## config.mk

```make
export PLATFORM = sky130hd
export DESIGN_NAME = uart0_sout_rx
export DESIGN_NICKNAME = d
export VERILOG_FILES = /design/src/rtl/uart0_sout_rx.sv
export SDC_FILE = /design/constraint.sdc
export NUM_CORES = 1
export LEC_CHECK = 0
export BUFFER_PORTS_ARGS = -buffer_cell sky130_fd_sc_hd__buf_2
export CAP_MARGIN = 5
export CORE_MARGIN = 5
export CORE_UTILIZATION = 61
export DETAILED_ROUTE_END_ITERATION = 10
export GPL_ROUTABILITY_DRIVEN = 0
export PLACE_DENSITY = 0.79
export SLEW_MARGIN = 10
export SYNTH_ARGS = -nofsm -noshare
export SYNTH_HDL_FRONTEND = slang
export SYNTH_SLANG_ARGS = --single-unit
```

## constraint.sdc

```tcl
create_clock -name i_pad_clk -period 3.2 [get_ports i_pad_clk]
set_input_delay 0.16 -clock i_pad_clk [delete_from_list [all_inputs] [get_ports i_pad_clk]]
set_output_delay 0.16 -clock i_pad_clk [all_outputs]
set_load 0.05 [all_outputs]
```

## src/rtl/uart0_sout_rx.sv

```systemverilog
// uart0_sout_rx: 16x-oversampled receiver for the SoC UART0 sout pad, feeding a small byte FIFO.
// Define UART0_RX_PARITY_EN to receive 8E1 frames (adds the PARITY state and the o_par_err pulse).
module uart0_sout_rx #(
  parameter int CLK_DIV    = 27,
  parameter int FIFO_DEPTH = 4,
  parameter int LVL_W      = 3
) (
  input  logic             i_pad_clk,
  input  logic             i_pad_rst_b,
  input  logic             i_uart_sin,
  input  logic             i_rx_ready,
  input  logic             i_err_clr,
  output logic             o_rx_valid,
  output logic [7:0]       o_rx_data,
  output logic [LVL_W-1:0] o_rx_level,
  output logic             o_frm_err,
  output logic             o_ovf_err,
  output logic             o_rx_busy
`ifdef UART0_RX_PARITY_EN
  ,
  output logic             o_par_err
`endif
);

  localparam int PTR_W = $clog2(FIFO_DEPTH);

`ifdef UART0_RX_PARITY_EN
  typedef enum logic [2:0] {IDLE, START, DATA, PARITY, STOP} state_t;
`else
  typedef enum logic [2:0] {IDLE, START, DATA, STOP} state_t;
`endif

  logic [15:0]      r_tick_cnt;
  logic             w_tick;
  logic             r_sync1, r_sync2;
  logic             w_rx_s;
  state_t           r_state, w_state_n;
  logic [3:0]       r_os_cnt, w_os_n;
  logic [2:0]       r_bit_cnt, w_bit_n;
  logic [7:0]       r_shift, w_shift_n;
  logic             r_armed, w_armed_n;
  logic             w_push, w_frm_err, w_par_ok;
`ifdef UART0_RX_PARITY_EN
  logic             r_par_bad, w_par_bad_n, w_par_err;
`endif

  logic [7:0]       r_mem [FIFO_DEPTH];
  logic [PTR_W-1:0] r_wr_ptr, r_rd_ptr;
  logic [LVL_W-1:0] r_count;
  logic             w_full, w_pop, w_wr, w_ovf;

  assign w_tick = (r_tick_cnt == 16'(CLK_DIV - 1));
  assign w_rx_s = r_sync2;

  always_ff @(posedge i_pad_clk or negedge i_pad_rst_b) begin
    if (!i_pad_rst_b) begin
      r_tick_cnt <= '0;
    end else if (w_tick) begin
      r_tick_cnt <= '0;
    end else begin
      r_tick_cnt <= r_tick_cnt + 16'd1;
    end
  end

  // Line is idle-high, so the synchronizer resets to 1 to avoid a false start.
  always_ff @(posedge i_pad_clk or negedge i_pad_rst_b) begin
    if (!i_pad_rst_b) begin
      r_sync1 <= 1'b1;
      r_sync2 <= 1'b1;
    end else begin
      r_sync1 <= i_uart_sin;
      r_sync2 <= r_sync1;
    end
  end

  always_ff @(posedge i_pad_clk or negedge i_pad_rst_b) begin
    if (!i_pad_rst_b) begin
      r_state   <= IDLE;
      r_os_cnt  <= '0;
      r_bit_cnt <= '0;
      r_shift   <= '0;
      r_armed   <= 1'b0;
`ifdef UART0_RX_PARITY_EN
      r_par_bad <= 1'b0;
`endif
    end else begin
      r_state   <= w_state_n;
      r_os_cnt  <= w_os_n;
      r_bit_cnt <= w_bit_n;
      r_shift   <= w_shift_n;
      r_armed   <= w_armed_n;
`ifdef UART0_RX_PARITY_EN
      r_par_bad <= w_par_bad_n;
`endif
    end
  end

`ifdef UART0_RX_PARITY_EN
  assign w_par_ok = !r_par_bad;
`else
  assign w_par_ok = 1'b1;
`endif

  always_comb begin
    w_state_n = r_state;
    w_os_n    = r_os_cnt;
    w_bit_n   = r_bit_cnt;
    w_shift_n = r_shift;
    w_armed_n = r_armed;
    w_push    = 1'b0;
    w_frm_err = 1'b0;
`ifdef UART0_RX_PARITY_EN
    w_par_bad_n = r_par_bad;
    w_par_err   = 1'b0;
`endif
    if (w_tick) begin
      if (w_rx_s) w_armed_n = 1'b1;
      unique case (r_state)
        IDLE: begin
          if (!w_rx_s && r_armed) begin
            w_state_n = START;
            w_os_n    = '0;
          end
        end
        // Mid-start-bit recheck rejects short low glitches.
        START: begin
          if (r_os_cnt == 4'd7) begin
            w_os_n = '0;
            if (w_rx_s) begin
              w_state_n = IDLE;
            end else begin
              w_state_n = DATA;
              w_bit_n   = '0;
            end
          end else begin
            w_os_n = r_os_cnt + 4'd1;
          end
        end
        DATA: begin
          if (r_os_cnt == 4'd15) begin
            w_shift_n[r_bit_cnt] = w_rx_s;
            w_os_n  = '0;
            w_bit_n = r_bit_cnt + 3'd1;
`ifdef UART0_RX_PARITY_EN
            if (r_bit_cnt == 3'd7) w_state_n = PARITY;
`else
            if (r_bit_cnt == 3'd7) w_state_n = STOP;
`endif
          end else begin
            w_os_n = r_os_cnt + 4'd1;
          end
        end
`ifdef UART0_RX_PARITY_EN
        PARITY: begin
          if (r_os_cnt == 4'd15) begin
            w_par_err   = ^{r_shift, w_rx_s};
            w_par_bad_n = w_par_err;
            w_os_n      = '0;
            w_state_n   = STOP;
          end else begin
            w_os_n = r_os_cnt + 4'd1;
          end
        end
`endif
        // A low stop bit disarms start detection until the line is seen high again.
        STOP: begin
          if (r_os_cnt == 4'd15) begin
            w_os_n    = '0;
            w_state_n = IDLE;
            if (w_rx_s) begin
              w_push = w_par_ok;
            end else begin
              w_frm_err = 1'b1;
              w_armed_n = 1'b0;
            end
          end else begin
            w_os_n = r_os_cnt + 4'd1;
          end
        end
        default: w_state_n = IDLE;
      endcase
    end
  end

  assign w_full = (r_count == LVL_W'(FIFO_DEPTH));
  assign w_pop  = o_rx_valid && i_rx_ready;
  assign w_wr   = w_push && (!w_full || w_pop);
  assign w_ovf  = w_push && w_full && !w_pop;

  always_ff @(posedge i_pad_clk or negedge i_pad_rst_b) begin
    if (!i_pad_rst_b) begin
      for (int i = 0; i < FIFO_DEPTH; i++) r_mem[i] <= '0;
      r_wr_ptr  <= '0;
      r_rd_ptr  <= '0;
      r_count   <= '0;
      o_ovf_err <= 1'b0;
    end else begin
      if (w_wr) begin
        r_mem[r_wr_ptr] <= r_shift;
        r_wr_ptr        <= r_wr_ptr + PTR_W'(1);
      end
      if (w_pop) r_rd_ptr <= r_rd_ptr + PTR_W'(1);
      if (w_wr && !w_pop) begin
        r_count <= r_count + LVL_W'(1);
      end else if (!w_wr && w_pop) begin
        r_count <= r_count - LVL_W'(1);
      end
      // A fresh overflow outranks a simultaneous clear.
      if (w_ovf) begin
        o_ovf_err <= 1'b1;
      end else if (i_err_clr) begin
        o_ovf_err <= 1'b0;
      end
    end
  end

  assign o_rx_valid = (r_count != '0);
  assign o_rx_data  = o_rx_valid ? r_mem[r_rd_ptr] : 8'h00;
  assign o_rx_level = r_count;
  assign o_frm_err  = w_frm_err;
  assign o_rx_busy  = (r_state != IDLE);
`ifdef UART0_RX_PARITY_EN
  assign o_par_err  = w_par_err;
`endif

endmodule

```

== After elaboration in Yosys (flattened, before gate mapping) ==
Cells that the tools add are included.

* Add/subtract/negate cells: 7
* Order comparisons: 5
* Equality and inequality tests: 14
* Muxes and demuxes: 42
* Bitwise gates (word level): 2
* Reductions and logical operators: 26

{| class="wikitable"
|+ Operators by type and width
! cell !! number
|-
| 32-bit bitwise mux || 1
|-
| 8-bit 2-to-1 mux || 4
|-
| 3-bit 2-to-1 mux || 10
|-
| 16-bit by 1-bit adder with 16-bit output (second input constant) || 1
|-
| 8-bit binary-select mux with 2-bit select || 1
|-
| 8-bit demux with 2-bit select || 1
|-
| 16-bit by 5-bit == test with 1-bit output (second input constant) || 1
|-
| 16-bit 2-to-1 mux || 1
|-
| 1-bit 2-to-1 mux || 15
|-
| 4-bit 2-to-1 mux || 3
|-
| 2-bit inequality test (second input constant) || 6
|-
| 3-bit case mux with 4 select lines || 1
|-
| 4-bit case mux with 3 select lines || 1
|-
| 1-bit logical AND || 9
|-
| 3-bit nonzero test || 3
|-
| 8-bit bitwise mux || 1
|-
| 3-bit by 1-bit adder with 3-bit output (second input constant) || 2
|-
| 3-bit by 2-bit == test with 1-bit output (second input constant) || 2
|-
| 3-bit == test (second input constant) || 2
|-
| 3-bit greater-or-equal comparator (second input constant) || 2
|-
| 2-bit NOT with 3-bit output || 2
|-
| 3-bit case mux with 2 select lines || 1
|-
| 3-bit AND reduction || 2
|-
| 6-bit AND reduction || 1
|-
| other kinds (17) || 23
|}

* Register bits: 77
* Input bits: 5
* Output and inout bits: 15

== Longest topological paths before layout ==
Gate-level depths: netlist of run 1.

* Depth in word-level cells: 9
* Depth in mapped cells: 12
* Mapped depth without buffers: 12

== Worst setup path before layout of run 1 ==
Ideal clock, no wire load.

* Path type: reg-to-reg
* Start point: reg r_count[0], in the netlist o_rx_level[0]
* End point: reg r_count[1], in the netlist o_rx_level[1]
* Setup time: 0.125 ns
* Data arrival time: 2.345 ns
* Data required time: 3.075 ns
* Slack: 0.731 ns
* Cell stages (with the launch flop): 8
* Buffers on the path: 0
* Period minus slack after synthesis: 2.469 ns
* Cell sequence: dfrtp_1 -> nor4b_1 -> nand4b_1 -> inv_1 -> ha_1 -> inv_1 -> fa_1 -> mux2_2

* Longest elaborated chain between the ends: 7

{| class="wikitable"
|+ RTL lines
! item !! RTL line !! text
|-
| from (decl) || 49 || <nowiki>logic [LVL_W-1:0] r_count;</nowiki>
|-
| from (signal assigned) || 204 || <nowiki>r_count <= r_count + LVL_W'(1);</nowiki>
|-
| from (signal assigned) || 206 || <nowiki>r_count <= r_count - LVL_W'(1);</nowiki>
|-
| 3-bit == test or 3-bit nonzero test (tied branches) || 185, 217 ||
|-
| 1-bit zero test or 1-bit logical AND (tied branches) || 187, 186 ||
|-
| 1-bit logical OR * || 187 || <nowiki>assign w_wr = w_push && (!w_full || w_pop);</nowiki>
|-
| 1-bit logical AND * || 187 ||
|-
| named net w_wr || 50 || <nowiki>logic w_full, w_pop, w_wr, w_ovf;</nowiki>
|-
| 1-bit zero test || 205 || <nowiki>end else if (!w_wr && w_pop) begin</nowiki>
|-
| 1-bit logical AND || 205 ||
|-
| 2-bit nonzero test (no line) || -- ||
|}

Mark *: on every way through the listed nets, which the timed path passes. The rest lies on a longest branch. The select of a mux whose other input is x is not followed.
A chain may end at the register's enable or synchronous reset.

== Worst setup path after layout of run 1 ==
* Start point: reg r_os_cnt[0]
* End point: reg r_count[2], in the netlist o_rx_level[2]

* Longest elaborated chain between the ends: 8

{| class="wikitable"
|+ RTL lines
! item !! RTL line !! text
|-
| from (decl) || 38 || <nowiki>logic [3:0] r_os_cnt, w_os_n;</nowiki>
|-
| from (signal assigned) || 88 || <nowiki>r_os_cnt <= w_os_n;</nowiki>
|-
| 4-bit == test * || 167 || <nowiki>if (r_os_cnt == 4'd15) begin</nowiki>
|-
| 1-bit 2-to-1 mux * || 167 ||
|-
| 1-bit 2-to-1 mux * || 118 || <nowiki>unique case (r_state)</nowiki>
|-
| 1-bit 2-to-1 mux * || 116 || <nowiki>if (w_tick) begin</nowiki>
|-
| 1-bit logical AND * || 187 ||
|-
| named net w_wr || 50 ||
|-
| 1-bit zero test || 205 ||
|-
| 1-bit logical AND || 205 ||
|-
| 2-bit nonzero test (no line) || -- ||
|}

Mark *: on every way through the listed nets, which the timed path passes. The rest lies on a longest branch.

==> results of run 1 <==
## worst reg2reg max path, delay by kind of cell (launching register included)
family                   cells  cell delay, ns
flip-flops                   1            0.40
adder cells (fa/ha/maj)      3            0.85
AND/OR/NAND/NOR              4            0.73
XOR/XNOR                     2            0.31
buffers and inverters        2            0.15
## sequential cells by signal, summed over array words and instances (netlist names)
register and flops:
o_ovf_err 1, o_rx_level 3, r_armed 1, r_bit_cnt 3, r_mem 32, r_os_cnt 4
r_rd_ptr 2, r_shift 8, r_state 2, r_sync1 1, r_sync2 1, r_tick_cnt 16
r_wr_ptr 2
## Yosys cell counts (7+ instances only)
master | n | area, µm²
mux2_2 | 10 | 112.6
nand3_1 | 9 | 45.04
clkbuf_1 | 9 | 33.78
and2_1 | 10 | 62.56
dfrtp_1 | 74 | 1852
nand2_1 | 13 | 48.80
nor2_1 | 13 | 48.80
inv_1 | 10 | 37.54
nand4_1 | 7 | 43.79
ha_1 | 10 | 125.1
mux2_4 | 32 | 480.5
xnor2_1 | 15 | 131.4
mux4_2 | 8 | 180.2
## power by group through the flow
stage | clock network [mW] | logic [mW] | registers, mW
finish | 0.788 | 0.0256 | 0.966
global route | 0.861 | 0.0309 | 0.967
CTS | 0.810 | 0.0272 | 0.966
detailed placement | 0 | 0.0241 | 0.985
global placement | 0 | 0.0238 | 0.985
floorplan | 0 | 0.00493 | 0.982
## area by class of cell
type	count	area [µm²]	area share
clock inverters	6	88.84	0.02107
flip-flops and latches	76	1904	0.4518
clock buffers	10	127.6	0.03028
inverters	10	37.54	0.008905
repair buffers	23	135.1	0.03206
well taps	77	96.34	0.02286
multi-input cells	193	1826	0.4331
## logic make-up after synthesis
| kind of cell | after synthesis | share of synthesized area |
|---|---|---|
| multiplexers | 52 | 0.2057 |
| adder cells (fa/ha/maj) | 11 | 0.03764 |
| flip-flops | 76 | 0.4938 |
| buffers and inverters | 25 | 0.03277 |
| AO/OA/AOI/OAI | 15 | 0.02888 |
| XOR/XNOR | 20 | 0.04543 |
| AND/OR/NAND/NOR | 95 | 0.1557 |
## timing repair
| item | in CTS | in global routing |
|---|---|---|
| hold buffers | 3 | 0 |
| endpoints found under the hold margin | 76 | 0 |
| resized for setup | 0 | 0 |
## per-layer routing
metal  global-route usage  vias to the layer above  part of all wire
met1               0.2476                     1123              0.47
met3              0.04424                       10             0.029
met2               0.3135                       30              0.48
li1                     -                     1086                 -
met4              0.06901                        0             0.018
met5                    0                        -                 0
## metrics by stage
stage | instances | total power, mW | instance area [µm²] | worst slack, ns
finish | 395 | 1.779 | 4215 | 0.6865
floorplan | 294 | 0.9870 | 3856 | 0.7305
global placement | 376 | 1.009 | 3969 | 0.7449
CTS | 395 | 1.803 | 4215 | 0.6778
global route | 395 | 1.858 | 4215 | 0.4538
detailed placement | 376 | 1.009 | 3969 | 0.6993
## layout by cell type, fill, tap and decap left out, drive strengths merged, types with 3 or more instances in the layout
master / netlist / layout
nand4b: 3 / 3
o21ai: 3 / 3
buf: 6 / 20
inv: 10 / 10
dfrtp: 74 / 74
dlygate4sd3: 0 / 3
ha: 10 / 10
clkbuf: 9 / 10
a22o: 6 / 6
and4: 3 / 3
nor2b: 4 / 4
nand4: 8 / 8
mux4: 8 / 8
mux2: 42 / 42
nor2: 13 / 13
nand2: 13 / 13
and3: 6 / 6
nand2b: 3 / 3
nor4: 4 / 4
and2: 10 / 10
nor3: 6 / 6
nand3: 9 / 9
or4: 4 / 4
xor2: 5 / 5
xnor2: 15 / 15
## final timing paths
kind,startpoint,endpoint,depth (start not counted),slack (ns)
setup reg to reg,r_os_cnt[0],o_rx_level[2],11,0.69
setup / recovery,r_os_cnt[0],o_rx_level[2],11,0.69
max in group asynchronous,i_pad_rst_b,r_bit_cnt[1],2,2.08
hold reg to reg,r_sync1,r_sync2,0,0.36
min in group asynchronous,i_pad_rst_b,r_mem[18],2,0.49
hold / removal,i_rx_ready,r_rd_ptr[1],3,0.11
==> run metrics, run 1 <==
status=finished, final reports clean; Net Sw Frac=0.2088; routed wire length=~6500 µm; number of flops mapped to enable cells by yosys=0; synthesized flop and latch total=between 70 and 80; DRC violations left=0; crit-path max cell delay=0.40 ns; PortBufs=19; Top FF cell, synth=dfrtp_1; vias per cell=between 5 and 6; dpl hpwl=4423 µm; CTS H-tree depth=3; final setup vio count=0; number of global-route vias before repair=2384; Bufs on Longest Clock Path=2; starting density of the core=0.6179; NetSw=0.3715 mW; Final period util=0.7855; CTS tree=yes; CTS Root Cell=clkbuf_8; Final ANT Viol Nets=0; Static Leak=2.084 nW; via count=about 2200; Mapped Area=3856 µm²; RSZ-0062 raised after global routing=false; arrival time at the worst endpoint=approximately 2.8 ns; post-synthesis cell count=294; max_cap viols=0; Max Slew Vio Count=0; Clock transition at path regs=~0.08 ns; top fanout value on the critical path=7; wire per inst=16.51 µm; Sink Count=76; Post-CTS Setup Bufs=0; worst hold path type=in2reg; Die Ht=89.51 µm; maximum VDD drop=about 250 µV; GRT Util Overall=0.1907; Mean Syn Cell Area=about 13 µm²; Util after Layout=0.6754; gr ovfl total=0; Cell Rows=29; final hold viol count=0; Flop pwr share=0.543; cells along the critical path=ha_1 > and3_1 > and3_1 > nand4b_1 > inv_1 > ha_1 > inv_1 > fa_1 > xor2_1 > nor2_1 > xor2_1; fraction of final layout cells sized beyond drive strength 1=0.2987; clk_skew=0.007992 ns; # IOs=20; initial drt markers=between 40 and 50; Antenna Cells=0; Pre-antenna DRT Iters=6; area of the die=8012 µm²; setup tns final=0 ns; Area Overhead vs Synth=9.312%; Hold Slack=roughly 0.11 ns; CP Buf/Inv Count=2; Distinct cells, synth=44; TritonCTS Buffers=9; post-synthesis sequential area ratio=0.4938; combinational group share of total power=0.014; Worst Tran Pin Value=0.9307 ns; Async SR Flop Fraction=1.000; Fill cells=between 400 and 500; Core Region=between 6000 and 7000 µm²; worst endpoint required time=3.46 ns; YS warnings=0; Clk pwr share=0.443; Slew Limit Headroom=0.3795; Internal=~1.4 mW; Clock Latency Late Sink=approximately 0.34 ns; CP max-delay cell=dfrtp_1; Setup crit start kind=flop; initial antenna violation count=0; Max Fclk=approximately 0.4 GHz; pwr dens=roughly 420 nW/µm²; critical path type=reg2reg; Period minus WS final=2.513 ns; # nets final=roughly 330; die width=roughly 90 µm; first-pass GRT wire length=11560 µm; Worst setup EP type=flop; largest net degree at the start of global routing=77; Worst path top cell family by delay=adder cells; Post-Syn Nets=310
No activity file was read; power rests on OpenSTA's default activity.
==> inputs of run 2 (changes only) <==
==> constraint.sdc (replaced) <==
create_clock -name i_pad_clk -period 2.4 [get_ports i_pad_clk]
set_input_delay 0.12 -clock i_pad_clk [delete_from_list [all_inputs] [get_ports i_pad_clk]]
set_output_delay 0.12 -clock i_pad_clk [all_outputs]
set_load 0.05 [all_outputs]
==> run 2 against run 1 <==
Compared with the run above: sequential share of layout area is 1.7 points lower; maximum frequency grew 11%; largest cell class unchanged; sequential cell count unchanged; highest routed layer unchanged; critical endpoint unchanged; total power increased by 29%.
==> run metrics, run 2 (synthesis gave the netlist of run 1 again) <==
status=finished, final reports clean; Period minus WS final=2.271 ns; pwr dens=~520 nW/µm²; crit-path max cell delay=about 0.40 ns; leading cell type in the layout, fill and taps excluded=dfrtp_1; number of global-route vias before repair=approximately 2400; Clk pwr share=0.425; CTS tree=yes; worst endpoint required time=~2.7 ns; Static Leak=2.197 nW; Cell Rows=29; routed wire length=6779 µm; arrival time at the worst endpoint=about 2.5 ns; Final Cell Area=around 4400 µm²; dpl hpwl=4647 µm; Top reg by flops=r_mem; final setup vio count=0; vias per cell=approximately 5.6; final total power=2.303 mW; Final period util=0.9463; Pre-antenna DRT Iters=4; gr ovfl total=0; Core Region=between 6000 and 7000 µm²; Place WS=slightly below 0.03 ns; area of the die=8012 µm²; die width=just under 90 µm; most frequent cells in the layout=73 x dfrtp_1, 32 x mux2_4, 25 x buf_4; GRT Util Overall=0.1874; critical path type=reg2reg; largest net degree at the start of global routing=77; combinational group share of total power=0.017; max_cap viols=0; starting density of the core=0.6179; Worst Tran Pin Value=0.9145 ns; Final ANT Viol Nets=0; TritonCTS Buffers=9; DP Area=4125 µm²; max reg flops=32; PortBufs=19; maximum VDD drop=503.6 µV; Area Overhead vs Synth=13.76%; NetSw=~0.48 mW; Setup crit start kind=flop; initial drt markers=approximately 120; initial antenna violation count=0; # IOs=20; Flop pwr share=0.559; Max Fclk=about 0.44 GHz; setup tns final=0 ns; cells along the critical path=inv_1 > ha_1 > nor3b_2 > and4_1 > nand4b_1 > inv_1 > ha_2 > inv_1 > fa_2 > xor2_1 > nor2_1 > xor2_1; Bufs on Longest Clock Path=2; Clock Latency Late Sink=0.34 ns; fraction of final layout cells sized beyond drive strength 1=0.3578; clk_skew=0.007299 ns; Clock transition at path regs=approximately 0.080 ns; Sink Count=between 70 and 80; Internal=between 1.5 and 2 mW; via count=between 2000 and 2500; # nets final=between 300 and 400; PnR worst setup slack=about 0.13 ns; Util after Layout=0.7029; worst hold path type=in2reg; Worst setup EP type=flop; CTS Root Cell=clkbuf_8; CTS H-tree depth=3; first-pass GRT wire length=roughly 11000 µm; DRC violations left=0; Max Slew Vio Count=0; Net Sw Frac=0.2067; Antenna Cells=0; CP max-delay cell=dfrtp_1; CP dominant cell by count=inv_1; Die Ht=89.51 µm; Largest regs=r_mem (32), r_tick_cnt (16), r_shift (8); final hold viol count=0; wire per inst=roughly 16 µm; Slew Limit Headroom=0.3903; top fanout value on the critical path=4
==> run 2: layer usage <==
| metal | global-route usage | wire, µm | part of all wire |
|---|---|---|---|
| met1 | 0.2499 | 3188 | 0.47 |
| met2 | 0.3021 | 3286 | 0.48 |
| met3 | 0.03318 | 188 | 0.028 |
| met4 | 0.07984 | 114 | 0.017 |
| met5 | 0 | 0 | 0 |
==> run 2: power groups by stage <==
stage	Clock [mW]	Combinational, mW	Sequential (mW)
after floorplan	0	0.00658	1.31
after global placement	0	0.0359	1.31
after detailed placement	0	0.0362	1.31
after CTS	1.00	0.0401	1.29
after global routing	1.06	0.0458	1.29
final	0.978	0.0381	1.29
==> run 2: stage by stage <==
step                instances  hold slack, ns
floorplan                 294         -0.1756
global placement          396          0.2250
detailed placement        396          0.2276
CTS                       415         0.06044
global route              418         0.09111
finish                    418         0.06873
==> run 2: path summary, 6_finish.rpt <==
kind                               startpoint             to  slack, ns  cells past startpoint
worst min-delay path               i_rx_ready    r_rd_ptr[1]       0.07                      3
max in group asynchronous         i_pad_rst_b  r_tick_cnt[6]       1.29                      2
worst max-delay path            r_tick_cnt[0]  o_rx_level[2]       0.13                     12
worst max register to register  r_tick_cnt[0]  o_rx_level[2]       0.13                     12
min in group asynchronous         i_pad_rst_b      r_mem[16]       0.47                      2
worst min register to register        r_sync1        r_sync2       0.37                      0
==> run 2: area by class of cell <==
class,instances,area (µm²)
clock inverters,4,47.55
multi-input cells,193,1837
well taps,77,96.34
clock buffers,12,155.1
repair buffers,46,307.8
flip-flops and latches,76,1906
fillers,446,1854
inverters,10,37.54
==> run 2: what timing repair did <==
action | CTS | global route
endpoints found under the setup margin | 0 | 1
hold endpoints to repair | 76 | 0
gates resized for setup | 0 | 3
setup buffers | 0 | 3
hold buffers | 3 | 0
==> run 2: worst max-delay path: cells and delay by family, from the launching register on <==
family / cells / cell delay (ns)
DFF: 1 / 0.40
buffers and inverters: 3 / 0.19
and+or+nand+nor: 4 / 0.66
adders and majority gates: 3 / 0.64
xor gates and xnor gates: 2 / 0.30
==> inputs of run 3 (changes only) <==
--- a/config.mk
+++ b/config.mk
@@ -8,10 +8,11 @@
 export BUFFER_PORTS_ARGS = -buffer_cell sky130_fd_sc_hd__buf_2
 export CAP_MARGIN = 5
 export CORE_MARGIN = 5
-export CORE_UTILIZATION = 61
+export CORE_UTILIZATION = 65
 export DETAILED_ROUTE_END_ITERATION = 10
 export GPL_ROUTABILITY_DRIVEN = 0
-export PLACE_DENSITY = 0.79
+export PLACE_DENSITY = 0.85
+export SKIP_LAST_GASP = 1
 export SLEW_MARGIN = 10
 export SYNTH_ARGS = -nofsm -noshare
 export SYNTH_HDL_FRONTEND = slang
==> constraint.sdc (replaced) <==
create_clock -name i_pad_clk -period 2.7 [get_ports i_pad_clk]
set_input_delay 0.135 -clock i_pad_clk [delete_from_list [all_inputs] [get_ports i_pad_clk]]
set_output_delay 0.135 -clock i_pad_clk [all_outputs]
set_load 0.05 [all_outputs]
==> run 3 against run 2 <==
Compared with the run above: critical endpoint unchanged; total power shrank 4.5%; setup slack gained 0.088 ns; die area shrank 5.5%; via count shrank 2.0%; sequential cell count is the same; cell count shrank 5.5%; wire length grew 1.7%; combinational power shrank 22%; global-route usage grew 1.8 points; first-iteration DRC count grew 12%.
==> run metrics, run 3 (synthesis gave the netlist of run 1 again) <==
fraction of final layout cells sized beyond drive strength 1=0.3094; cells along the critical path=nor4_4 > and4_1 > nand4b_1 > inv_1 > ha_1 > inv_1 > fa_1 > xor2_1 > nor2_1 > xor2_1; first-pass GRT wire length=11900 µm; Max Slew Vio Count=0; RSZ-0062 raised after global routing=false; # IOs=20; DP Area=~4000 µm²; Sink Count=76; DRC violations left=0; combined area of the multi-input logic cells=1832 µm²; max_cap viols=0; routed wire length=between 6000 and 7000 µm; # nets final=332; setup tns final=0 ns; Bufs on Longest Clock Path=2; final total power=2.200 mW; Area Overhead vs Synth=10.48%; Static Leak=2.108 nW; crit-path max cell delay=about 0.46 ns; Fill cells=between 300 and 400; worst hold path type=in2reg; initial drt markers=129; status=finished, final reports clean; Pre-antenna DRT Iters=4; Core Region=just under 6000 µm²; number of global-route vias before repair=between 2000 and 2500; area of the die=about 7600 µm²; FF/Latch Area=between 1500 and 2000 µm²; worst endpoint required time=around 3.0 ns; wire per inst=17.45 µm; largest net degree at the start of global routing=77; Util after Layout=0.7282; GRT Util Overall=0.2052; die width=approximately 87 µm; Final period util=0.9196; CTS H-tree depth=3; final hold viol count=0; most frequent cells in the layout=74 x dfrtp_1, 32 x mux2_4, 18 x buf_2; critical path type=reg2reg; CTS Root Cell=clkbuf_8; dpl hpwl=4643 µm; Antenna Cells=0; gr ovfl total=0; Cell Rows=28; Die Ht=between 80 and 90 µm; Period minus WS final=about 2.5 ns; PnR worst setup slack=0.2171 ns; maximum VDD drop=roughly 430 µV; Hold Slack=about 0.012 ns; Clock Latency Late Sink=approximately 0.34 ns; Clock transition at path regs=~0.08 ns; vias per cell=5.833; Cells after DPL=378; Worst Tran Pin Value=0.9446 ns; CP max-delay cell=dfrtp_1; Final ANT Viol Nets=0; Setup crit start kind=flop; initial antenna violation count=0; top fanout value on the critical path=6; Worst setup EP type=flop; arrival time at the worst endpoint=roughly 2.8 ns; Slew Limit Headroom=0.3703; Max Fclk=0.4027 GHz; max reg flops=32; final setup vio count=0; Place WS=approximately 0.18 ns; Top reg by flops=r_mem; Final Cell Area=~4300 µm²; PortBufs=19; via count=~2300; non-filler instance count after layout=~400; starting density of the core=0.6591; Post-CTS Setup Bufs=0; TritonCTS Buffers=9; clk_skew=~0.01 ns; pwr dens=between 500 and 600 nW/µm²; leading cell type in the layout, fill and taps excluded=dfrtp_1; Largest regs=r_mem (32), r_tick_cnt (16), r_shift (8); CTS tree=yes
run 3: cell types whose count changed in the layout (fill, tap and decap cells not counted), sizes merged:
| cell | previous run | this run |
|---|---|---|
| buf | 43 | 24 |
| bufinv | 1 | 3 |
| clkbuf | 12 | 9 |
| clkinv | 2 | 1 |
| clkinvlp | 1 | 2 |
| dlygate4sd3 | 3 | 2 |
run 3: worst paths after layout:
kind                                    start       endpoint  slack [ns]  cells past startpoint
worst max-delay path            r_tick_cnt[9]  o_rx_level[2]        0.22                     10
worst min-delay path                i_err_clr      o_ovf_err        0.01                      2
worst max register to register  r_tick_cnt[9]  o_rx_level[2]        0.22                     10
worst min register to register        r_sync1        r_sync2        0.36                      0
max in group asynchronous         i_pad_rst_b  r_tick_cnt[5]        1.61                      2
min in group asynchronous         i_pad_rst_b      r_mem[20]        0.46                      2
run 3: layout make-up:
cell class / count / area share
Tap cell: 75 / 0.02203
Timing Repair Buffer: 26 / 0.03642
Inverter: 10 / 0.008811
Multi-Input combinational cell: 193 / 0.4300
Sequential cell: 76 / 0.4470
Clock inverter: 6 / 0.02673
Clock buffer: 9 / 0.02907
run 3: power breakdown:
part | leakage, nW | switching [mW] | internal, mW
clock | 0.112 | 0.414 | 0.610
combinational | 0.959 | 0.0238 | 0.00600
sequential | 1.04 | 0.00469 | 1.14
run 3: critical path, delay by kind of cell (launching register included):
| kind | cells | cell delay (ns) |
|---|---|---|
| flip-flops | 1 | 0.46 |
| AND/OR/NAND/NOR | 4 | 0.94 |
| adder cells (fa/ha/maj) | 2 | 0.55 |
| buffers and inverters | 2 | 0.17 |
| XOR/XNOR | 2 | 0.31 |
run 3: timing repair:
action	CTS	global route
gates resized for setup	0	1
endpoints found under the setup margin	0	1
hold buffers	2	0
hold endpoints to repair	75	0
run 3: routing by layer:
metal	vias up	global-route usage	share of wire
met4	0	0.08640	0.019
li1	1093	-	-
met2	39	0.3402	0.49
met5	-	0	0
met3	13	0.03311	0.030
met1	1159	0.2678	0.46
